==> src/rtl/mpmc10_resv_mgr.sv <==
// mpmc10_pkg: controller-wide constants shared with the reservation manager.
//
// mpmc10_resv_entry: one reservation slot (valid, owner channel, address, age).
//   Ports: clk, rst_n; kill_i (invalidate, highest priority), load_i
//   (allocate/refresh with ch_i/adr_i); v_o/ch_o/adr_o expose the slot.
//
// mpmc10_resv_mgr: load-reserved / store-conditional reservation table.
//   Ports: clk, rst_n (async, active low); state/req/ch/we/cr/rsv/adr command
//   inputs; ack pulses the cycle after an accepted command; resv_ch/resv_adr/
//   resv_v publish the table to the per-port reservation-status logic.
package mpmc10_pkg;
  localparam int NAR = 2;
  typedef logic [3:0] mpmc10_state_t;
  localparam mpmc10_state_t IDLE = 4'd0;
endpackage

module mpmc10_resv_entry #(
  parameter int         TIMEOUT = 1024,
  parameter logic [3:0] INV_CH  = 4'hF,
  parameter int         AW      = 10
) (
  input  logic        clk,
  input  logic        rst_n,
  input  logic        kill_i,
  input  logic        load_i,
  input  logic [3:0]  ch_i,
  input  logic [31:0] adr_i,
  output logic        v_o,
  output logic [3:0]  ch_o,
  output logic [31:0] adr_o
);
  logic          v_q, v_d;
  logic [3:0]    ch_q, ch_d;
  logic [31:0]   adr_q, adr_d;
  logic [AW-1:0] age_q, age_d;
  logic          tmo;

  always_comb begin
    // Entry expires on the edge where its age reaches TIMEOUT-1, giving
    // exactly TIMEOUT valid cycles after the allocating edge.
    tmo   = (TIMEOUT > 0) && v_q && (age_q == AW'(TIMEOUT - 1));
    v_d   = v_q;
    ch_d  = ch_q;
    adr_d = adr_q;
    age_d = ((TIMEOUT > 0) && v_q) ? age_q + 1'b1 : age_q;
    // Store-kill beats refresh; refresh beats timeout. Address is held on kill.
    if (kill_i || (tmo && !load_i)) begin
      v_d   = 1'b0;
      ch_d  = INV_CH;
      age_d = '0;
    end else if (load_i) begin
      v_d   = 1'b1;
      ch_d  = ch_i;
      adr_d = adr_i;
      age_d = '0;
    end
  end

  always_ff @(posedge clk or negedge rst_n) begin
    if (!rst_n) begin
      v_q   <= 1'b0;
      ch_q  <= INV_CH;
      adr_q <= '0;
      age_q <= '0;
    end else begin
      v_q   <= v_d;
      ch_q  <= ch_d;
      adr_q <= adr_d;
      age_q <= age_d;
    end
  end

  assign v_o   = v_q;
  assign ch_o  = ch_q;
  assign adr_o = adr_q;
endmodule

module mpmc10_resv_mgr #(
  parameter int         NAR     = mpmc10_pkg::NAR,
  parameter int         TIMEOUT = 1024,
  parameter logic [3:0] INV_CH  = 4'hF
) (
  input  logic                      clk,
  input  logic                      rst_n,
  input  mpmc10_pkg::mpmc10_state_t state,
  input  logic                      req,
  input  logic [3:0]                ch,
  input  logic                      we,
  input  logic                      cr,
  input  logic                      rsv,
  input  logic [31:0]               adr,
  output logic                      ack,
  output logic [3:0]                resv_ch  [0:NAR-1],
  output logic [31:0]               resv_adr [0:NAR-1],
  output logic [NAR-1:0]            resv_v
);
  localparam int AW = (TIMEOUT > 1) ? $clog2(TIMEOUT) : 1;
  localparam int VW = (NAR > 1) ? $clog2(NAR) : 1;

  logic          ack_q, ack_d;
  logic [VW-1:0] victim_q, victim_d;
  logic          acc, lr, any_own, any_free;
  logic [VW-1:0] free_idx;
  logic [NAR-1:0] own_hit, kill, load;

  always_comb begin
    acc = req && (state == mpmc10_pkg::IDLE);
    lr  = acc && !we && rsv;
    // Lowest-index invalid entry; entries expiring this cycle still count as valid.
    free_idx = '0;
    any_free = 1'b0;
    for (int i = NAR - 1; i >= 0; i--) begin
      if (!resv_v[i]) begin
        free_idx = VW'(i);
        any_free = 1'b1;
      end
    end
    for (int i = 0; i < NAR; i++) begin
      own_hit[i] = resv_v[i] && (resv_ch[i] == ch);
      kill[i]    = acc && we && resv_v[i] &&
                   ((resv_adr[i][31:5] == adr[31:5]) || (cr && own_hit[i]));
    end
    any_own = |own_hit;
    for (int i = 0; i < NAR; i++) begin
      load[i] = lr && (any_own  ? own_hit[i] :
                       any_free ? (free_idx == VW'(i)) :
                                  (victim_q == VW'(i)));
    end
    // Victim only moves when a full table forces a replacement.
    victim_d = victim_q;
    if (lr && !any_own && !any_free)
      victim_d = (victim_q == VW'(NAR - 1)) ? '0 : victim_q + 1'b1;
    ack_d = acc;
  end

  always_ff @(posedge clk or negedge rst_n) begin
    if (!rst_n) begin
      ack_q    <= 1'b0;
      victim_q <= '0;
    end else begin
      ack_q    <= ack_d;
      victim_q <= victim_d;
    end
  end

  assign ack = ack_q;

  for (genvar g = 0; g < NAR; g++) begin : g_ent
    mpmc10_resv_entry #(
      .TIMEOUT(TIMEOUT),
      .INV_CH (INV_CH),
      .AW     (AW)
    ) u_ent (
      .clk   (clk),
      .rst_n (rst_n),
      .kill_i(kill[g]),
      .load_i(load[g]),
      .ch_i  (ch),
      .adr_i (adr),
      .v_o   (resv_v[g]),
      .ch_o  (resv_ch[g]),
      .adr_o (resv_adr[g])
    );
  end
endmodule

==> config.mk <==
export PLATFORM = sky130hd
export DESIGN_NAME = mpmc10_resv_mgr
export DESIGN_NICKNAME = d
export VERILOG_FILES = /design/src/rtl/mpmc10_resv_mgr.sv
export SDC_FILE = /design/constraint.sdc
export NUM_CORES = 1
export LEC_CHECK = 0
export BUFFER_PORTS_ARGS = -buffer_cell sky130_fd_sc_hd__buf_2
export CAP_MARGIN = 20
export CORE_MARGIN = 8
export CORE_UTILIZATION = 38
export CTS_BUF_LIST = sky130_fd_sc_hd__clkbuf_8 sky130_fd_sc_hd__clkbuf_16
export CTS_CLUSTER_DIAMETER = 30
export DETAILED_ROUTE_END_ITERATION = 10
export GPL_TIMING_DRIVEN = 0
export SYNTH_ARGS = -nofsm -noshare
export SYNTH_HDL_FRONTEND = slang
export SYNTH_HIERARCHICAL = 1
export SYNTH_SLANG_ARGS = --single-unit
==> constraint.sdc <==
create_clock -name clk -period 4.6 [get_ports clk]
set_clock_uncertainty 0.2 [all_clocks]
set_input_delay 0 -clock clk [delete_from_list [all_inputs] [get_ports clk]]
set_output_delay 0 -clock clk [all_outputs]
set_load 0.02 [all_outputs]
==> impl_results.md <==
- Core Footprint: between 0.01 and 0.015 mm2
- R2r setup slk: 1350 ps
- TritonCTS clock tree: built
- Setup violators final: 0
- GR Util All Layers: between 15 and 20%
- EDFF count, synth: 0
- Routability cong.: slightly above 0.8
- Starting Density: approximately two fifths
- Placed cell area: 0.005712 mm2
- Worst min-delay path category: input port to asynchronous set/reset pin
- Outcome: complete, no violations
- Post-DP HPWL: about 11 mm
- Top post-synthesis cells by area: dfrtp_1 45%, nand2_1 16%, xnor2_1 6.8%
- Number of global-route vias before repair: between 4000 and 5000
- Full die area: between 0.015 and 0.02 mm2
- Post-CTS setup buffer count: 0
- Sequential-to-total area share from yosys stat: about half
- CP delay by family, top: simple AND/OR/NAND/NOR gates
- Distinct cell type count after synthesis: 45
- Post-Synthesis Cells: ~530
- Startpoint Class: register
- Most used DFF post-synth: dfrtp_1
- CP Capture Type: register
- XOR/XNOR Fraction of Synth Area: between 10% and 20%
- Worst reg2reg path startpoint: g_ent[0].u_ent/adr_o[28]
- Post-Synth Adder-Cell Area: less than 1%
- Yosys top cell area share: roughly 45%
- Share of post-route cells with drive strength above 1: 24.51%
- RSZ-0062 raised after global routing: no
- Area leader, netlist: dfrtp_1
- Max Cap Viol: 0
- Sum Neg Setup Slack: 0 ps
- Finished Cell Area: roughly 0.0065 mm2
- WL final: approximately 15 mm
- Mux cell area share after synthesis: 0.4114%
- Crit path arrival time: around 3300 ps
- DR vias: 4407
- Layout filler cell count: between 1000 and 1500
- CP cell instances: xnor2_1, nand4_1, nor4_1, nand4_1, a21oi_1, nand2b_1, buf_2, buf_1, o21ai_0
- NumNets Final: 753
- Clock root cell: clkbuf_16
- Required time of the critical path: approximately 4600 ps
- Synth cell count leaders: 208 x nand2_1, 88 x dfrtp_1, 38 x xnor2_1
- Reg2Reg Depth: 9
- Pwr Density: ~400 mW/mm2
- Wirelength per Cell: ~16 um
- Clk_lat worst skew: 350 ps
- Max-slew violations: 0
- Compound-Gate Fraction of Synth Area: ~7.6%
- Worst slack, placed: approximately 1300 ps
- CP dominant cell by count: nand4_1
- F_max: around 310 MHz
- Rows: around 40
- Post-synthesis simple-gate area fraction: between 20% and 30%
- Actual slew at the worst max-slew pin: around 620 ps
- 1st-iter DRT viols: approximately 360
- Number of synthesized register bits: between 90 and 100
- Slowest CP cell: buf_1
- Hold-fix buffers, CTS: 42
- Initial antenna violation count: 0
- Synthesized Nets: slightly below 600
- Synth-to-layout area growth: 32.91%
- Main combinational cell family by area after synthesis: simple AND/OR/NAND/NOR gates
- Detail Route Antenna Nets: 0
- Finished Core Util: between 50% and 60%
- Mean Syn Cell Area: 9.164 um2
- Vias per cell: about 5.0
- CP Class: register to register
- Worst vdd ir: approximately 200 uV
- Clk buf depth: 2
- Die Height: ~130 um
- Non-filler cells, final: 882
- Mapped Area: 0.004866 mm2
- Global-route wire length before repair: 23.11 mm
- Slowest stage delay, CP: 480 ps
- # placed instances: a little over 800
- Worst path bufs/invs: 2
- Clk sinks: 96
- Slew HR: 58.39%
- Synthesis Warnings: 6
- Number of port buffers: 120
- Pleak: about 3.3 nW
- Async S/R FF share, synth: 100.0%
- Largest net degree at the start of global routing: 65
- Overflow left after global routing: 0
- FF-to-FF End: g_ent[0].u_ent/v_o
- Most common cell in the netlist: nand2_1
- Diode count: 0
- Setup ws final: 1350 ps
- Top Ports: 121
- Total CTS buffers: 9
- Crit share post-route: ~70%
- Crit path time final: between 3000 and 4000 ps
- Final hold vios: 0
- # DRC: 0
- H-tree depth: 3
- Reg clk slew, reported paths: roughly 70 ps
- Die Wd: 129.2 um
- Post_cts resized: 0
- CP max FO: 10
- 1st-pass router iterations: 4
[flip-flops by register name, summed over array words and instances, names as in the netlist]
register           flops
victim_q               1
g_ent.u_ent/v_o        2
g_ent.u_ent/adr_o     64
ack                    1
g_ent.u_ent/ch_o       8
g_ent.u_ent/age_q     20
[per-layer routing]
layer  part of all wire (%)  wire length, um  GRT usage (%)
met4                    1.8              265          6.496
met5                      0                0              0
met1                     45             6569          22.94
met2                     47             6888          28.09
met3                    5.5              801          3.985
[worst register-to-register path, stage by stage, from the launching register on]
cell	delay, ps
dfrtp_1	400
xnor2_1	200
nand4_1	180
nor4_1	370
nand4_1	180
a21oi_1	470
nand2b_1	160
buf_2	260
buf_1	480
o21ai_0	170
[cell usage in the layout (no fill, tap or decap), drive strengths merged, types with 6 or more instances in the layout]
cell / instances
nand2b: 6
buf: 138
a31oi: 6
xor2: 31
nand3: 13
dfstp: 8
inv: 8
dfrtp: 88
nand4: 14
nor2: 10
clkbuf: 13
dlygate4sd3: 41
xnor2: 38
nor4: 9
o22a: 8
nand2: 208
[through the flow]
step	hold slack, ps	total power, mW
finish	28.73	2.573
global route	59.33	2.703
CTS	37.31	2.585
detailed placement	-210.0	1.725
global placement	4.567	1.695
floorplan	-495.6	1.489
[final cells by class]
type | instances | area [um2] | area share (%)
Sequential cell | 96 | 2412 | 37.30
Multi-Input combinational cell | 410 | 2342 | 36.22
Timing Repair Buffer | 163 | 1061 | 16.41
Clock buffer | 9 | 225.2 | 3.482
Tap cell | 172 | 215.2 | 3.328
Clock inverter | 7 | 100.1 | 1.548
Buffer | 20 | 92.59 | 1.432
Inverter | 5 | 18.77 | 0.2902
[kinds of logic (layout without fill, tap and decap cells)]
group,Yosys count,in the layout
buffers and inverters,25,204
xor gates and xnor gates,69,69
adders and majority gates,2,2
and+or+nand+nor,292,292
DFF,96,96
muxes,2,2
AOI/OAI and AO/OA,45,45
[worst max path at each step]
| stage | startpoint | end | slack (ps) | cells past startpoint |
|---|---|---|---|---|
| after floorplan | g_ent[0].u_ent/ch_o[1] | g_ent[0].u_ent/v_o | 1950 | 9 |
| after detailed placement | g_ent[0].u_ent/adr_o[28] | g_ent[0].u_ent/v_o | 1330 | 9 |
| after global routing | g_ent[0].u_ent/adr_o[7] | g_ent[0].u_ent/v_o | 1050 | 9 |
| after CTS | g_ent[0].u_ent/adr_o[28] | g_ent[0].u_ent/v_o | 1310 | 9 |
| final | g_ent[0].u_ent/adr_o[28] | g_ent[0].u_ent/v_o | 1350 | 9 |
| after global placement | g_ent[0].u_ent/adr_o[7] | g_ent[0].u_ent/v_o | 1380 | 9 |
[where the power goes]
group	internal (mW)	leakage [nW]	switching, mW
registers	0.966	1.22	0.144
logic	0.259	1.93	0.373
clock network	0.483	0.161	0.349
total	1.71	3.31	0.865
No activity file was read; power rests on OpenSTA's default activity.
